`src/rtl/regs_req_master_pkg.sv`:
```
// rtl/regs_req_master_pkg.sv - shared constants and FSM encoding for regs_req_master
// Purpose: default bus widths, rw encoding and the request FSM state type,
//          imported by the interface, the command FIFO user and the top.
// Ports:   none (package).
package regs_req_master_pkg;

  localparam int DATA_WIDTH_DEF = 32;
  localparam int ADDR_WIDTH_DEF = 5;

  localparam logic RW_WRITE = 1'b0;
  localparam logic RW_READ  = 1'b1;

  typedef enum logic [1:0] {
    IDLE     = 2'd0,
    ISSUE    = 2'd1,
    WAIT_ACK = 2'd2,
    RELEASE  = 2'd3
  } state_t;

endpackage

```
`src/rtl/regs_req_master_if.sv`:
```
// rtl/regs_req_master_if.sv - host command/response and register bank signal bundle
// Purpose: groups the host-side command/response handshake and the four-phase
//          register bank request/acknowledge signals.
// Ports:   host_valid/host_ready/host_rw/host_addr/host_wdata  host command in
//          resp_valid/resp_rdata/resp_err                       host response out
//          req/rw/addr/data_in                                  bank request out
//          ack/data_out                                         bank acknowledge in
//          modport master: the request master's view; modport slave: host + bank view.
interface regs_req_master_if
  import regs_req_master_pkg::*;
#(
  parameter int DATA_WIDTH = DATA_WIDTH_DEF,
  parameter int ADDR_WIDTH = ADDR_WIDTH_DEF
) ();

  logic                  host_valid;
  logic                  host_ready;
  logic                  host_rw;
  logic [ADDR_WIDTH-1:0] host_addr;
  logic [DATA_WIDTH-1:0] host_wdata;

  logic                  resp_valid;
  logic [DATA_WIDTH-1:0] resp_rdata;
  logic                  resp_err;

  logic                  req;
  logic                  rw;
  logic [ADDR_WIDTH-1:0] addr;
  logic [DATA_WIDTH-1:0] data_in;

  logic                  ack;
  logic [DATA_WIDTH-1:0] data_out;

  modport master (
    input  host_valid, host_rw, host_addr, host_wdata, ack, data_out,
    output host_ready, resp_valid, resp_rdata, resp_err, req, rw, addr, data_in
  );

  modport slave (
    output host_valid, host_rw, host_addr, host_wdata, ack, data_out,
    input  host_ready, resp_valid, resp_rdata, resp_err, req, rw, addr, data_in
  );

endinterface

```
`src/rtl/regs_cmd_fifo.sv`:
```
// rtl/regs_cmd_fifo.sv - in-order command queue for regs_req_master
// Purpose: DEPTH-entry FIFO (DEPTH a power of two) with occupancy count.
// Ports:   clk, reset        clock, synchronous active-high reset
//          push_i, wdata_i   write an entry (ignored when full)
//          pop_i, rdata_o    drop the head entry (ignored when empty); rdata_o shows head
//          full_o, empty_o   flags derived from the occupancy count
//          count_o           occupancy 0..DEPTH
module regs_cmd_fifo #(
  parameter int WIDTH = 8,
  parameter int DEPTH = 4,
  localparam int PW = (DEPTH > 1) ? $clog2(DEPTH) : 1,
  localparam int CW = $clog2(DEPTH + 1)
) (
  input  logic             clk,
  input  logic             reset,
  input  logic             push_i,
  input  logic [WIDTH-1:0] wdata_i,
  input  logic             pop_i,
  output logic [WIDTH-1:0] rdata_o,
  output logic             full_o,
  output logic             empty_o,
  output logic [CW-1:0]    count_o
);

  logic [WIDTH-1:0] mem_q [DEPTH];
  logic [PW-1:0]    wr_ptr_q;
  logic [PW-1:0]    rd_ptr_q;
  logic [CW-1:0]    count_q;
  logic             do_push;
  logic             do_pop;

  assign do_push = push_i && !full_o;
  assign do_pop  = pop_i && !empty_o;

  assign full_o  = (count_q == CW'(DEPTH));
  assign empty_o = (count_q == '0);
  assign count_o = count_q;
  assign rdata_o = mem_q[rd_ptr_q];

  // Pointers are exactly log2(DEPTH) bits wide, so natural overflow is the
  // modulo-DEPTH wrap.
  always_ff @(posedge clk) begin
    if (reset) begin
      wr_ptr_q <= '0;
      rd_ptr_q <= '0;
      count_q  <= '0;
    end else begin
      if (do_push) wr_ptr_q <= wr_ptr_q + PW'(1);
      if (do_pop)  rd_ptr_q <= rd_ptr_q + PW'(1);
      if (do_push && !do_pop)      count_q <= count_q + CW'(1);
      else if (do_pop && !do_push) count_q <= count_q - CW'(1);
    end
  end

  always_ff @(posedge clk) begin
    if (do_push) mem_q[wr_ptr_q] <= wdata_i;
  end

endmodule

```
`src/rtl/regs_req_master.sv`:
```
// rtl/regs_req_master.sv - queued four-phase register bank request master
// Purpose: accepts host read/write commands into a FIFO and replays them one
//          at a time on a req/ack four-phase handshake, with a per-command
//          ack timeout and a one-cycle completion pulse per command.
// Ports:   clk    sole clock, rising edge
//          reset  synchronous active-high reset
//          bus    regs_req_master_if.master (host command/response + bank req/ack)
module regs_req_master
  import regs_req_master_pkg::*;
#(
  parameter int DATA_WIDTH = DATA_WIDTH_DEF,
  parameter int ADDR_WIDTH = ADDR_WIDTH_DEF,
  parameter int FIFO_DEPTH = 4,
  parameter int TIMEOUT    = 16
) (
  input logic               clk,
  input logic               reset,
  regs_req_master_if.master bus
);

  localparam int CMD_W = 1 + ADDR_WIDTH + DATA_WIDTH;
  localparam int FCW   = $clog2(FIFO_DEPTH + 1);
  localparam int TCW   = $clog2(TIMEOUT + 1);

  state_t                state_q, state_d;

  logic [CMD_W-1:0]      push_cmd;
  logic [CMD_W-1:0]      head_cmd;
  logic                  push;
  logic                  pop;
  logic                  fifo_full;
  logic                  fifo_empty;
  logic [FCW-1:0]        fifo_count;
  logic                  timed_out;

  logic                  req_q, req_d;
  logic                  rw_q, rw_d;
  logic [ADDR_WIDTH-1:0] addr_q, addr_d;
  logic [DATA_WIDTH-1:0] data_q, data_d;
  logic [TCW-1:0]        cnt_q, cnt_d;
  logic                  resp_valid_q, resp_valid_d;
  logic                  resp_err_q, resp_err_d;
  logic [DATA_WIDTH-1:0] resp_rdata_q, resp_rdata_d;

  assign push     = bus.host_valid && !fifo_full;
  assign push_cmd = {bus.host_rw, bus.host_addr, bus.host_wdata};

  regs_cmd_fifo #(
    .WIDTH (CMD_W),
    .DEPTH (FIFO_DEPTH)
  ) u_fifo (
    .clk     (clk),
    .reset   (reset),
    .push_i  (push),
    .wdata_i (push_cmd),
    .pop_i   (pop),
    .rdata_o (head_cmd),
    .full_o  (fifo_full),
    .empty_o (fifo_empty),
    .count_o (fifo_count)
  );

  // Flags and occupancy come from one counter and must never disagree.
  always_ff @(posedge clk) begin
    if (!reset) assert (fifo_empty == (fifo_count == '0));
  end

  // cnt_q counts completed WAIT_ACK cycles, so the TIMEOUT-th cycle without
  // ack is the one where it still reads TIMEOUT-1.
  assign timed_out = !bus.ack && (cnt_q == TCW'(TIMEOUT - 1));

  always_ff @(posedge clk) begin
    if (reset) state_q <= IDLE;
    else       state_q <= state_d;
  end

  always_comb begin
    state_d = state_q;
    case (state_q)
      IDLE:     if (!fifo_empty) state_d = ISSUE;
      ISSUE:    state_d = WAIT_ACK;
      WAIT_ACK: if (bus.ack || timed_out) state_d = RELEASE;
      RELEASE:  if (!bus.ack) state_d = IDLE;
      default:  state_d = IDLE;
    endcase
  end

  always_comb begin
    pop          = 1'b0;
    req_d        = req_q;
    rw_d         = rw_q;
    addr_d       = addr_q;
    data_d       = data_q;
    cnt_d        = cnt_q;
    resp_valid_d = 1'b0;
    resp_err_d   = 1'b0;
    resp_rdata_d = '0;
    case (state_q)
      IDLE: begin
        if (!fifo_empty) begin
          pop                    = 1'b1;
          {rw_d, addr_d, data_d} = head_cmd;
        end
      end
      ISSUE: begin
        req_d = 1'b1;
        cnt_d = '0;
      end
      WAIT_ACK: begin
        if (bus.ack) begin
          req_d        = 1'b0;
          resp_valid_d = 1'b1;
          if (rw_q == RW_READ) resp_rdata_d = bus.data_out;
        end else if (timed_out) begin
          req_d        = 1'b0;
          resp_valid_d = 1'b1;
          resp_err_d   = 1'b1;
        end
        if (cnt_q != TCW'(TIMEOUT)) cnt_d = cnt_q + TCW'(1);
      end
      default: ;
    endcase
  end

  // rw/addr/data_in only reload in IDLE, so they hold through req and the
  // whole RELEASE phase until ack is back low.
  always_ff @(posedge clk) begin
    if (reset) begin
      req_q        <= 1'b0;
      rw_q         <= RW_WRITE;
      addr_q       <= '0;
      data_q       <= '0;
      cnt_q        <= '0;
      resp_valid_q <= 1'b0;
      resp_err_q   <= 1'b0;
      resp_rdata_q <= '0;
    end else begin
      req_q        <= req_d;
      rw_q         <= rw_d;
      addr_q       <= addr_d;
      data_q       <= data_d;
      cnt_q        <= cnt_d;
      resp_valid_q <= resp_valid_d;
      resp_err_q   <= resp_err_d;
      resp_rdata_q <= resp_rdata_d;
    end
  end

  assign bus.host_ready = !fifo_full;
  assign bus.req        = req_q;
  assign bus.rw         = rw_q;
  assign bus.addr       = addr_q;
  assign bus.data_in    = data_q;
  assign bus.resp_valid = resp_valid_q;
  assign bus.resp_err   = resp_err_q;
  assign bus.resp_rdata = resp_rdata_q;

endmodule

```
`src/flat_wrapper.sv`:
```
// flat-port wrapper written by rule: the top's interface ports become plain ports
module regs_req_master_flat import regs_req_master_pkg::*;
#(
  parameter int DATA_WIDTH = DATA_WIDTH_DEF,
  parameter int ADDR_WIDTH = ADDR_WIDTH_DEF,
  parameter int FIFO_DEPTH = 4,
  parameter int TIMEOUT    = 16
)
  (clk, reset, bus_host_valid, bus_host_rw, bus_host_addr, bus_host_wdata, bus_ack, bus_data_out, bus_host_ready, bus_resp_valid, bus_resp_rdata, bus_resp_err, bus_req, bus_rw, bus_addr, bus_data_in);
  regs_req_master_if #(.DATA_WIDTH(DATA_WIDTH), .ADDR_WIDTH(ADDR_WIDTH)) bus_i ();
  input logic clk;
  input logic reset;
  input wire logic [$bits(bus_i.host_valid)-1:0] bus_host_valid;
  input wire logic [$bits(bus_i.host_rw)-1:0] bus_host_rw;
  input wire logic [$bits(bus_i.host_addr)-1:0] bus_host_addr;
  input wire logic [$bits(bus_i.host_wdata)-1:0] bus_host_wdata;
  input wire logic [$bits(bus_i.ack)-1:0] bus_ack;
  input wire logic [$bits(bus_i.data_out)-1:0] bus_data_out;
  output wire logic [$bits(bus_i.host_ready)-1:0] bus_host_ready;
  output wire logic [$bits(bus_i.resp_valid)-1:0] bus_resp_valid;
  output wire logic [$bits(bus_i.resp_rdata)-1:0] bus_resp_rdata;
  output wire logic [$bits(bus_i.resp_err)-1:0] bus_resp_err;
  output wire logic [$bits(bus_i.req)-1:0] bus_req;
  output wire logic [$bits(bus_i.rw)-1:0] bus_rw;
  output wire logic [$bits(bus_i.addr)-1:0] bus_addr;
  output wire logic [$bits(bus_i.data_in)-1:0] bus_data_in;
  assign bus_i.host_valid = bus_host_valid;
  assign bus_i.host_rw = bus_host_rw;
  assign bus_i.host_addr = bus_host_addr;
  assign bus_i.host_wdata = bus_host_wdata;
  assign bus_i.ack = bus_ack;
  assign bus_i.data_out = bus_data_out;
  assign bus_host_ready = bus_i.host_ready;
  assign bus_resp_valid = bus_i.resp_valid;
  assign bus_resp_rdata = bus_i.resp_rdata;
  assign bus_resp_err = bus_i.resp_err;
  assign bus_req = bus_i.req;
  assign bus_rw = bus_i.rw;
  assign bus_addr = bus_i.addr;
  assign bus_data_in = bus_i.data_in;
  regs_req_master #(.DATA_WIDTH(DATA_WIDTH), .ADDR_WIDTH(ADDR_WIDTH), .FIFO_DEPTH(FIFO_DEPTH), .TIMEOUT(TIMEOUT)) u_core (.clk(clk), .reset(reset), .bus(bus_i));
endmodule
```
`config.mk`:
```
export PLATFORM = sky130hd
export DESIGN_NAME = regs_req_master_flat
export DESIGN_NICKNAME = d
export VERILOG_FILES = /design/src/rtl/regs_req_master_pkg.sv /design/src/rtl/regs_req_master_if.sv /design/src/rtl/regs_cmd_fifo.sv /design/src/rtl/regs_req_master.sv /design/src/flat_wrapper.sv
export SDC_FILE = /design/constraint.sdc
export NUM_CORES = 1
export LEC_CHECK = 0
export CORE_ASPECT_RATIO = 1.2
export CORE_MARGIN = 5
export CORE_UTILIZATION = 30
export DETAILED_ROUTE_END_ITERATION = 8
export SYNTH_ARGS = -nofsm -noshare
export SYNTH_HDL_FRONTEND = slang
export SYNTH_HIERARCHICAL = 1
export SYNTH_SLANG_ARGS = --single-unit
```
`constraint.sdc`:
```
create_clock -name clk -period 3.6 [get_ports clk]
set_input_delay 1.08 -clock clk [delete_from_list [all_inputs] [get_ports clk]]
set_output_delay 1.08 -clock clk [all_outputs]
set_load 0.005 [all_outputs]
```
==> flow_summary.toml <==
[place]
dp_slack_ns = 0.196
numPortBuffers = 147
place_congestion = 0.706
dp_hpwl_um = 12100

[synth]
synth_fp_nets = 632
syn_area_per_cell_um2 = 16.0
syn_inst = 544
seq_area_frac_synth_pct = 72.9
ys_warn_count = 6
synthArstFlopShare_pct = 0
synth_area_um2 = 8710
synth.ff_latch_count = 241
synth_top_flop_cell = "edfxtp_1"
synth_edf_count = 152
synth.distinct_cells = 43

[grt]
grt_max_degree = 40
grt_pass1_vias = 4985
grt_usage_pct = 11.2
grt_pass1_wl_um = 28500
grt.overflow.total = 0
antenna_found_initial = 0

[detailed_routing]
ant_nets = 0
via_per_inst = 4.37
wl_um = 18800
drc = 0
avgRoutedWirePerCell_um = 16.9
drt_iter0_drc = 270
vias = 4853
drt_first_pass_iters = 4

[critical_path]
reg2reg_depth = 10
startpoint = "u_core/u_fifo/count_o[2]"
required_ns = 2.52
critical_path_class = "reg2out"
r2r-start = "u_core/u_fifo/count_o[0]"
cp.arrival_ns = 1.85
cp_max_fo = 6
worstSetupEndpointType = "output port"
critPathLaunchType = "register"

[layout]
register_area_um2 = 6350
fillers = 2683
area_delta_synth_final_pct = 32.9
layout-drive-gt1-share_pct = 14.6
multi_input_area_um2 = 2150
nets = 794
num_antenna_cells = 0

[clocking]
cts_sinks = 241
clk_pin_slew_ns = 0.06
cts_tree = "done"
post_cts_resized = 0
clk_latency_ns = 0.52
cts-root-buf = "clkbuf_16"
holdBufCountCts = 0
cts.htree.levels = 1
post_cts_buffers = 0
cts_buffer_depth = 3
cts_made_buffers = 26

[timing]
slew_headroom_pct = 27.2
period_share_pct = 81.4
drv_slew = 0
finalHoldViolations = 0
rsz0062_at_grt = "false"
finalWorstSetupSlack_ns = 0.669
setup_viol = 0
fin_setup_tns_ns = 0
period_needed_ns = 2.93
fmax_mhz = 341
worst-slew-pin-transition_ns = 1.09
clock_skew_ns = 0.0118

[power_and_ir_drop]
power_density_nw_per_um2 = 728
leakagePower_nw = 3.91
vdd_ir_drop_max_v = 0.000398
total_power_w = 0.00842

[floorplanning]
design.die.area_um2 = 32500
start_util_pct = 30.4
core_um2 = 28700
pin_count = 148
die_w_um = 166
fp.dieH_um = 197
num_rows = 68

[min_path]
holdPathStages = 2
hp-start = "u_core/bus.data_in[11]"
hold_class = "reg2reg"

[outcome]
status = "completed"

[job]
maxCapViolations = 0
-- state kept, by name, summed over array words and instances, names as in the netlist, named ones only --
name                    cells
u_core/bus.addr             5
u_core/bus.data_in         32
u_core/u_fifo/mem_q       152
u_core/cnt_q                5
u_core/state_q              2
u_core/bus.req              1
u_core/u_fifo/count_o       3
u_core/bus.resp_valid       1
u_core/bus.resp_rdata      32
u_core/u_fifo/rd_ptr_q      2
u_core/bus.resp_err         1
u_core/u_fifo/wr_ptr_q      2
u_core/bus.rw               1
-- worst max-delay path, cell delays in order, from the launching register on --
cell	delay, ns
dfxtp_1	0.41
nor3b_2	0.40
inv_1	0.07
clkdlybuf4s50_1	0.45
-- placed cells by master (no fill, tap or decap), types with 3 or more instances in the layout --
cell type          n
inv_1             12
a21oi_1           44
edfxtp_1         152
ha_1              13
buf_12             5
nand3_1            4
clkinv_2           3
dfxtp_1           87
xor2_1             4
clkbuf_16         28
and2_1            32
nand2_1           78
clkbuf_1           6
and2_2             4
clkdlybuf4s50_1  146
mux4_2            38
o21ai_0            5
clkbuf_8           5
buf_4              9
nor2_1             9
-- logic make-up (layout without fill, tap and decap cells) --
family / after synthesis / count (layout) / share of synthesized area [%]
simple gates: 145 / 145 / 8.23
buf+inv: 40 / 222 / 2.47
flops: 241 / 241 / 72.9
compound gates: 60 / 60 / 3.85
mux: 40 / 40 / 10.1
fa+ha+maj: 14 / 14 / 2.10
xor+xnor: 4 / 4 / 0.402
-- worst paths after layout --
kind / slack (ns) / endpoint
max: 0.67 / bus_host_ready
min: 0.45 / u_core/bus.data_in[11]
max reg2reg: 1.13 / u_core/u_fifo/count_o[2]
min reg2reg: 0.45 / u_core/bus.data_in[11]
-- per-layer routing --
layer / wire length [um] / track usage (%) / vias up
met5: 0 / 0 / -
met4: 208 / 2.38 / 0
met3: 1380 / 2.84 / 12
met2: 9300 / 19.5 / 154
met1: 7890 / 14.2 / 2363
li1: - / - / 2324
-- per-stage QoR --
stage	instance area [um^2]	util, %	instances	hold WS (ns)
final	11600	40.4	1111	0.455
after global routing	11600	40.4	1111	0.478
after CTS	11600	40.4	1111	0.456
after detailed placement	10700	37.2	1063	0.446
after global placement	10700	37.2	1063	0.445
after floorplan	8710	-	544	0.453
-- Yosys cell counts (3+ instances only) --
master    count  area (um^2)
a21oi_1      44          220
and2_1       36          225
buf_2         8         40.0
clkbuf_1     11         41.3
dfxtp_1      89         1780
edfxtp_1    152         4560
ha_1         13          163
inv_1        13         48.8
mux4_2       38          856
nand2_1      78          293
nand2b_1      3         18.8
nand3_1       4         20.0
nor2_1        9         33.8
o21ai_0       5         25.0
xor2_1        4         35.0
-- final cells by class --
class	instances	area share, %
Inverter	13	0.422
Clock buffer	40	6.91
Sequential cell	241	54.9
Tap cell	385	4.16
Clock inverter	8	0.887
Multi-Input combinational cell	263	18.6
Timing Repair Buffer	161	14.1
-- report_power, final --
group | total [W] | internal [W] | leakage (nW) | switching (W)
combinational | 0.00200 | 0.00105 | 1.35 | 0.000955
clock | 0.00271 | 0.00168 | 0.443 | 0.00104
sequential | 0.00371 | 0.00340 | 2.12 | 0.000310
total | 0.00842 | 0.00612 | 3.91 | 0.00230
Note: power is estimated with default switching activity, not from simulation.
